`config.mk`:
```
export PLATFORM = sky130hd
export DESIGN_NAME = delay_calibrator32
export DESIGN_NICKNAME = d
export VERILOG_FILES = /design/src/rtl/delay_cal_pkg.sv /design/src/rtl/strobe_interval_counter.sv /design/src/rtl/delay_calibrator32.sv
export SDC_FILE = /design/constraint.sdc
export NUM_CORES = 1
export LEC_CHECK = 0
export CORE_MARGIN = 2
export CORE_UTILIZATION = 41
export CTS_BUF_LIST = sky130_fd_sc_hd__clkbuf_8
export DETAILED_ROUTE_END_ITERATION = 12
export SYNTH_ARGS = -nofsm -noshare
export SYNTH_HDL_FRONTEND = slang
export SYNTH_SLANG_ARGS = --single-unit
```
`constraint.sdc`:
```
create_clock -name clk -period 2.9 [get_ports clk]
set_input_delay 0.725 -clock clk [delete_from_list [all_inputs] [get_ports clk]]
set_output_delay 0.725 -clock clk [all_outputs]
set_load 0.05 [all_outputs]
```
`src/rtl/delay_cal_pkg.sv`:
```
// Shared types and constants for the strobe delay calibrator.
// Holds the FSM state and error encodings plus interval-counter limits.
// No logic lives here apart from the alignment arithmetic helper.
package delay_cal_pkg;

   typedef enum logic [2:0] {
      IDLE     = 3'd0,
      ARMED    = 3'd1,
      COUNTING = 3'd2,
      CHECK    = 3'd3,
      FAULT    = 3'd4
   } state_t;

   typedef enum logic [1:0] {
      ERR_NONE    = 2'd0,
      ERR_TIMEOUT = 2'd1,
      ERR_SHORT   = 2'd2,
      ERR_LONG    = 2'd3
   } err_t;

   localparam int COUNT_MAX   = 63;
   localparam int LATENCY_MAX = 31;
   localparam int CNT_W       = 6;
   localparam int LAT_W       = 5;

   // Latency the FIFO still has to add: target - path delay - FIFO overhead,
   // as an 8-bit two's-complement value (range -65..125 fits).
   function automatic logic [7:0] calc_need(input logic [6:0] target,
                                            input logic [CNT_W-1:0] d,
                                            input logic [7:0] overhead);
      calc_need = {1'b0, target} - {2'b00, d} - overhead;
   endfunction

endpackage

```
`src/rtl/strobe_interval_counter.sv`:
```
// Interval counter between the reference and delayed strobes.
// elapsed = cycles since the clearing ref_strobe; timeout_o fires when that hits COUNT_MAX.
// d_o holds the last captured interval until the next capture.
module strobe_interval_counter
   import delay_cal_pkg::*;
(
   input  logic             clk_i,
   input  logic             rst_i,
   input  logic             clr_i,
   input  logic             inc_i,
   input  logic             cap_i,
   input  logic             cap_zero_i,
   output logic [CNT_W-1:0] d_o,
   output logic             timeout_o
);

   logic [CNT_W-1:0] cnt_q, cnt_d;
   logic [CNT_W-1:0] d_q, d_d;
   logic [CNT_W-1:0] elapsed;

   // cnt_q is cleared on the ref_strobe edge, so in COUNTING the interval
   // being tested this cycle is one more than the stored count.
   assign elapsed   = cnt_q + 6'd1;
   assign timeout_o = inc_i && (elapsed == CNT_W'(COUNT_MAX));
   assign d_o       = d_q;

   // Next count and captured interval.
   always_comb begin
      cnt_d = cnt_q;
      d_d   = d_q;
      if (clr_i) begin
         cnt_d = '0;
      end else if (inc_i && !timeout_o) begin
         cnt_d = elapsed;
      end
      if (cap_zero_i) begin
         d_d = '0;
      end else if (cap_i) begin
         d_d = elapsed;
      end
   end

   // Counter and capture registers.
   always_ff @(posedge clk_i) begin
      if (rst_i) begin
         cnt_q <= '0;
         d_q   <= '0;
      end else begin
         cnt_q <= cnt_d;
         d_q   <= d_d;
      end
   end

endmodule

```
`src/rtl/delay_calibrator32.sv`:
```
// Measures path delay between ref/dly strobes and derives the delayfifo32 latency.
// locked/latency update 2 cycles after the dly_strobe of the final matching measurement.
// start restarts calibration from any state; FAULT is left only by start or rst.
module delay_calibrator32
   import delay_cal_pkg::*;
#(
   parameter int LOCK_COUNT    = 4,
   parameter int FIFO_OVERHEAD = 2
)(
   input  logic             clk,
   input  logic             rst,
   input  logic             start,
   input  logic [6:0]       target_delay,
   input  logic             ref_strobe,
   input  logic             dly_strobe,
   output logic [CNT_W-1:0] measured,
   output logic [LAT_W-1:0] latency,
   output logic             locked,
   output logic             busy,
   output logic [1:0]       err_code
);

   state_t           state_q, state_d;
   err_t             err_q, err_d;
   logic [CNT_W-1:0] measured_q, measured_d;
   logic [CNT_W-1:0] prev_q, prev_d;
   logic [LAT_W-1:0] latency_q, latency_d;
   logic [3:0]       lock_cnt_q, lock_cnt_d;
   logic             locked_q, locked_d;

   logic             cnt_clr, cnt_inc, cap, cap_zero, timeout;
   logic [CNT_W-1:0] d_meas;
   logic [7:0]       need;
   logic [3:0]       lock_cnt_nxt;

   strobe_interval_counter u_counter (
      .clk_i      (clk),
      .rst_i      (rst),
      .clr_i      (cnt_clr),
      .inc_i      (cnt_inc),
      .cap_i      (cap),
      .cap_zero_i (cap_zero),
      .d_o        (d_meas),
      .timeout_o  (timeout)
   );

   assign need = calc_need(target_delay, d_meas, 8'(FIFO_OVERHEAD));

   // FSM, lock tracking and latency computation.
   always_comb begin
      state_d      = state_q;
      err_d        = err_q;
      measured_d   = measured_q;
      prev_d       = prev_q;
      latency_d    = latency_q;
      lock_cnt_d   = lock_cnt_q;
      locked_d     = locked_q;
      cnt_clr      = 1'b0;
      cnt_inc      = 1'b0;
      cap          = 1'b0;
      cap_zero     = 1'b0;
      lock_cnt_nxt = lock_cnt_q;
      if (start) begin
         state_d    = ARMED;
         err_d      = ERR_NONE;
         locked_d   = 1'b0;
         lock_cnt_d = '0;
      end else begin
         case (state_q)
            IDLE: ;
            ARMED: begin
               if (ref_strobe) begin
                  cnt_clr = 1'b1;
                  if (dly_strobe) begin
                     cap_zero = 1'b1;
                     state_d  = CHECK;
                  end else begin
                     state_d  = COUNTING;
                  end
               end
            end
            COUNTING: begin
               cnt_inc = 1'b1;
               // A dly_strobe on the last legal count still wins over timeout.
               if (dly_strobe) begin
                  cap     = 1'b1;
                  state_d = CHECK;
               end else if (timeout) begin
                  err_d    = ERR_TIMEOUT;
                  locked_d = 1'b0;
                  state_d  = FAULT;
               end
            end
            CHECK: begin
               measured_d = d_meas;
               state_d    = ARMED;
               if (need[7]) begin
                  err_d    = ERR_SHORT;
                  locked_d = 1'b0;
                  state_d  = FAULT;
               end else if (need > 8'(LATENCY_MAX)) begin
                  err_d    = ERR_LONG;
                  locked_d = 1'b0;
                  state_d  = FAULT;
               end else begin
                  if (d_meas == prev_q) begin
                     lock_cnt_nxt = (lock_cnt_q >= 4'(LOCK_COUNT)) ? lock_cnt_q
                                                                   : lock_cnt_q + 4'd1;
                  end else begin
                     lock_cnt_nxt = 4'd1;
                     prev_d       = d_meas;
                     locked_d     = 1'b0;
                  end
                  lock_cnt_d = lock_cnt_nxt;
                  if (lock_cnt_nxt == 4'(LOCK_COUNT)) begin
                     locked_d  = 1'b1;
                     latency_d = need[LAT_W-1:0];
                  end
               end
            end
            FAULT: begin
               locked_d = 1'b0;
            end
            default: state_d = IDLE;
         endcase
      end
   end

   // State registers.
   always_ff @(posedge clk) begin
      if (rst) begin
         state_q    <= IDLE;
         err_q      <= ERR_NONE;
         measured_q <= '0;
         prev_q     <= '0;
         latency_q  <= '0;
         lock_cnt_q <= '0;
         locked_q   <= 1'b0;
      end else begin
         state_q    <= state_d;
         err_q      <= err_d;
         measured_q <= measured_d;
         prev_q     <= prev_d;
         latency_q  <= latency_d;
         lock_cnt_q <= lock_cnt_d;
         locked_q   <= locked_d;
      end
   end

   assign measured = measured_q;
   assign latency  = latency_q;
   assign locked   = locked_q;
   assign err_code = err_q;
   assign busy     = (state_q == ARMED) || (state_q == COUNTING) || (state_q == CHECK);

endmodule

```
==> Word-level counts from Yosys, hierarchy flattened <==
Cells that the tools add are included.
{ "classes": {"n_mux": 37, "magnitude_cmp": 2, "addsub": 4, "reduce_logical": 20, "eq_ne": 16, "n_bitwise": 5} }
{ "op_table": {"columns": ["op", "n"], "rows": [
  ["two-way mux 4 bit", 6],
  ["two-way mux 1 bit", 19],
  ["two-way mux 3 bit", 5],
  ["one-hot mux 3 bit (4 select lines)", 1],
  ["AND reduction 5 bit", 2],
  ["AND reduction 3 bit", 3],
  ["> comparator 8 x 5 -> 1 bit (second input constant)", 1],
  ["two-way mux 2 bit", 4],
  ["AND reduction 4 bit", 2],
  ["OR reduction 2 bit", 4],
  ["subtractor 7 x 6 -> 8 bit", 1],
  ["subtractor 8 x 2 -> 8 bit (second input constant)", 1],
  ["adder 6 x 1 -> 6 bit (second input constant)", 1],
  ["equality test 3 x 2 -> 1 bit (second input constant)", 2],
  ["equality test 6 bit", 1],
  ["equality test 6 bit (second input constant)", 1],
  ["!= test 3 bit (second input constant)", 2],
  ["!= test 5 bit (second input constant)", 1],
  ["inverter 1 bit", 5],
  ["adder 4 x 1 -> 4 bit (second input constant)", 1],
  ["equality test 4 x 3 -> 1 bit (second input constant)", 1],
  ["greater-or-equal comparator 4 x 3 -> 1 bit (second input constant)", 1],
  ["!= test 2 x 1 -> 1 bit (second input constant)", 2],
  ["!= test 2 bit (second input constant)", 2],
  ["other kinds (13)", 15]
]} }
{ "totals": {"in_bits": 12, "elab_cells": 94, "out_inout_bits": 15, "register_bits": 39} }

==> Longest topological paths before layout <==
{ "logic_depth": {"word_depth": 12, "ltp_mapped": 11, "depth_no_buf": 10} }

==> Hierarchy <==
From an unflattened synthesis, not the netlist that was laid out.
{ "unflattened": {"hier_cells": 268, "area_unflattened_um2": 2243.4} }
{ "by_module_without_submodules": {"columns": ["mod", "area_each_um2", "cells_each", "n_inst", "seq_area_each_um2"], "rows": [
  ["delay_calibrator32", 1672.9, 204, 1, 540.5],
  ["strobe_interval_counter", 570.5, 64, 1, 240.2]
]} }

==> Least setup slack after synthesis <==
Ideal clock, no wire load.
{ "synth_timing": {"path_kind": "input to register", "startpoint": "input target_delay[1]", "endpoint": "register err_q[0], in the netlist err_code[0]", "setup_ns": 0.091, "arrival_time_ns": 2.972, "path_slack_ns": -0.163, "cell_stages": 10, "path_cell_list": "inv_1 -> ha_1 -> inv_1 -> ha_1 -> fa_1 -> and3_1 -> o2111a_1 -> mux2_2 -> or3_1 -> a311oi_1"} }
{ "synth_via": {"elab_chain_cells": 5} }
{ "synth_lines": {"columns": ["element", "line", "rtl"], "rows": [
  ["start: declaration", "delay_calibrator32.sv:13", "input logic [6:0] target_delay,"],
  ["subtractor 7 x 6 -> 8 bit *", "delay_cal_pkg.sv:31", "calc_need = {1'b0, target} - {2'b00, d} - overhead;"],
  ["subtractor 8 x 2 -> 8 bit *", "delay_cal_pkg.sv:31", null],
  ["> comparator 8 x 5 -> 1 bit", "delay_calibrator32.sv:101", "end else if (need > 8'(LATENCY_MAX)) begin"],
  ["!= test 3 bit (no line)", null, null],
  ["AND reduction 4 bit (no line)", null, null],
  ["end signal: assignment", "delay_calibrator32.sv:141", "err_q <= err_d;"],
  ["end: declaration", "delay_calibrator32.sv:24", "err_t err_q, err_d;"]
]} }
Mark *: on every way between the ends. The rest lies on a longest branch, timed or not.
A chain may end at the register's enable or synchronous reset.

==> Final worst setup path <==
Same ends and word-level chain as after synthesis.

==> reports/qor.tcl <==
set qor(status) {finished, final reports clean}
set qor(drv.max_cap_violation_count) 0
set qor(critical-path-top-delay-family) {adder cells}
set qor(overflow) 0
set qor(clock_power_share_pct) 33.2
set qor(synthesis.nets) 319
set qor(drt-vias-per-instance) 5.395
set qor(cts_made_buffers) 5
set qor(p_int_w) 0.0007946
set qor(worstPathCellList) {dlygate4sd2_1 > inv_1 > ha_1 > inv_1 > ha_4 > fa_2 > and3_4 > o2111a_1 > mux2_4 > or3_4 > a311oi_2}
set qor(clock_tree_from_tritoncts) {done}
set qor(floorplan.die.width_um) 80.45
set qor(number_of_enable_type_register_cells_in_the_synthesized_netlist) 0
set qor(sw_frac_of_total_pct) 27.40
set qor(grt_max_degree) 15
set qor(synth_mux_area_share_pct) 4.804
set qor(netlist.top_cell.by_area) {dfxtp_1}
set qor(power-per-cell-area_nw_per_um2) 345.7
set qor(gpl.final_weighted_congestion) 0.8382
set qor(grt_pass1_vias) 2207
set qor(detailed_place_hpwl_um) 4785
set qor(syn-cell-area_um2) 2396
set qor(yosys-top-cells-area) {dfxtp_1 (33%), ha_1 (7.8%), nand2_1 (4.9%)}
set qor(critical_path_arrival_ns) 3.03
set qor(post_synth_inst_count) 291
set qor(share_of_the_synthesized_area_in_compound_gates_ao_oa_aoi_oai_pct) 21.36
set qor(timing.final.crit_period_ns) 2.813
set qor(initial_utilization_pct) 42.99
set qor(crit_path_start_kind) {input port}
set qor(netlist.area_leader.share_pct) 32.58
set qor(ios) 27
set qor(clock_skew_ns) 0.003651
set qor(timing_worst_setup_path_type) {in2reg}
set qor(synth.ff_latch_count) 39
set qor(synth-xor-area-share_pct) 4.021
set qor(port_buffers) 26
set qor(route.vias.total) 2293
set qor(r2r_slack_ns) 0.40
set qor(antenna_found_initial) 0
set qor(max-vdd-ir-drop_mv) 0.2866
set qor(std_cell_rows) 27
set qor(worst-slew-pin-transition_ns) 0.6763
set qor(ys_seq_area_share_pct) 32.58
set qor(global_route.usage.total_pct) 21.19
set qor(synthArstFlopShare_pct) 0
set qor(route.final.wire_length_um) 6280
set qor(synth.yosys.warnings) 0
set qor(die_height_um) 80.45
set qor(dieArea_um2) 6471
set qor(final_cells) 425
set qor(routedWlPerCell_um) 14.78
set qor(synth_cell_type_count) 52
set qor(final_hold_viol_count) 0
set qor(clk_lat_worst_skew_ns) 0.29
set qor(achievable-frequency_mhz) 355.5
set qor(layout-area-overhead-vs-synth_pct) 32.12
set qor(drt_iter0_markers) 92
set qor(detail_route.first_pass.iterations) 4
set qor(global_route_wire_length_before_repair_um) 10540
set qor(core_um2) 5574
set qor(finalMaxSlewViolations) 0
set qor(worstPathBufferInverterCount) 3
set qor(diodes) 0
set qor(synth_top_family_by_area) {simple AND/OR/NAND/NOR gates}
set qor(final_common_cell) {dfxtp_1}
set qor(dp.cells) 416
set qor(final_period_utilization_pct) 97.01
set qor(hp-class) {reg2reg}
set qor(post_route_cells_drive_above_1_share_pct) 21.25
set qor(endpoint_kind) {flop}
set qor(drt.antenna.violating_nets) 0
set qor(critPathMaxStageDelay_ns) 0.39
set qor(layout.cells.most_common_list) {dfxtp_1 (39), buf_4 (37), nand2_1 (31), inv_1 (25), clkdlybuf4s50_1 (21)}
set qor(cts_root_buf) {clkbuf_8}
set qor(cp_data_required_time_ns) 3.11
set qor(depth_of_the_cts_h_tree) 2
set qor(total_leakage_power_nw) 1.268
set qor(clock_sinks) 39
set qor(yosys_most_used_dff) {dfxtp_1}
set qor(seqPwrFrac_pct) 49.6
set qor(post_synthesis_simple_gate_area_fraction_pct) 22.40
set qor(timing.max_slew.rel_slack_pct) 54.57
set qor(synthAdderAreaFrac_pct) 8.668
set qor(share_comb_of_total_power_pct) 17.1
set qor(cts.clk_slew.worst_paths_ns) 0.08
set qor(cts_buffer_depth) 2
set qor(p_switching_w) 0.0002998
set qor(layout.nets) 380
set qor(rsz0062_at_grt) {yes}
set qor(crit_path_top_delay_cell) {or3_4}
set qor(drcViolationCount) 0
set qor(cts-hold-fix-buffers) 0
set qor(syn-mean-instance-area_um2) 8.234
set qor(finalSetupViolCount) 0
set qor(setup_total_negative_slack_ns) 0
set qor(critical_path.most_common_cell) {inv_1}
set qor(path_max_fanout) 4
==> metrics by stage <==
step	setup WS (ns)	cell area (um^2)	total power (W)	util, %	hold WS (ns)
floorplan	-0.01758	2412	0.0006507	-	0.4445
global placement	-0.5214	3004	0.0007300	53.89	0.4447
detailed placement	-0.5602	3004	0.0007303	53.89	0.4465
CTS	0.02620	3149	0.001101	56.50	0.4578
global route	0.01789	3166	0.001148	56.79	0.4752
finish	0.08674	3166	0.001094	56.79	0.4565
==> worst register-to-register path, stage by stage, from the launching register on <==
cell and delay (ns):
dfxtp_1 0.35, ha_1 0.30, inv_2 0.04, ha_1 0.30, a211o_1 0.30, a211o_1 0.29
and2_0 0.19, or4_1 0.54, a21oi_1 0.15
==> power groups by stage <==
stage / clock, W / sequential, W / combinational [W]
floorplan: 0 / 0.000555 / 0.0000955
global placement: 0 / 0.000556 / 0.000174
detailed placement: 0 / 0.000556 / 0.000175
CTS: 0.000374 / 0.000543 / 0.000185
global route: 0.000397 / 0.000544 / 0.000207
finish: 0.000363 / 0.000543 / 0.000188
==> path summary, 6_finish.rpt <==
check	start	endpoint	cells past startpoint
max	target_delay[1]	err_code[0]	11
min	measured[4]	measured[4]	2
max reg2reg	u_counter.d_o[2]	latency[4]	8
min reg2reg	measured[4]	measured[4]	2
==> synthesized netlist by cell type (2+ instances only) <==
cell and instances:
nand2b_1 3, clkbuf_1 10, or3_1 4, a21oi_1 20, mux2_2 4, a211oi_1 10
dfxtp_1 39, nor3_1 6, nand3_1 9, nor2b_1 2, inv_1 28, o211ai_1 3
or4_1 4, and3_1 2, nor3b_1 2, a21o_1 2, nor2_1 21, o31ai_1 7
nand4_1 5, a311oi_1 5, xor2_1 10, nand2_1 31, ha_1 15, or4_4 2
a211o_1 3, or2_2 3, o211a_1 3, mux2i_1 7, a41oi_1 3, o21ai_0 5
o2111ai_1 2
==> repair_timing <==
item / 4_1_cts / 5_1_grt
endpoints found under the setup margin: 19 / 3
buffers inserted: 1 / 0
pin swaps: 14 / 2
resized for setup: 20 / 4
==> kinds of logic after synthesis <==
group | Yosys count
AND/OR/NAND/NOR | 103
adder cells (fa/ha/maj) | 16
buffers and inverters | 39
AO/OA/AOI/OAI | 72
multiplexers | 11
flip-flops | 39
XOR/XNOR | 11
==> metal layers <==
layer | part of all wire, % | up-vias | GRT usage [%]
met1 | 46 | 1081 | 26.59
met3 | 3.0 | 7 | 3.708
li1 | - | 1174 | -
met2 | 50 | 31 | 36.58
met5 | 0 | - | 0
met4 | 1.1 | 0 | 6.949
==> state kept, by name (all words and copies together) (netlist names) <==
register / cells
latency: 5
measured: 6
lock_cnt_q: 4
err_code: 2
u_counter.d_o: 6
u_counter.cnt_q: 6
prev_q: 6
locked: 1
state_q: 3
==> final cells by class <==
| cell class | count | area, um^2 |
|---|---|---|
| repair buffers | 65 | 554.3 |
| well taps | 72 | 90.09 |
| fillers | 558 | 2409 |
| clock buffers | 5 | 68.82 |
| clock inverters | 3 | 16.27 |
| multi-input cells | 213 | 1550 |
| inverters | 28 | 105.1 |
| flip-flops and latches | 39 | 780.7 |
(Power assumes the default switching activity.)
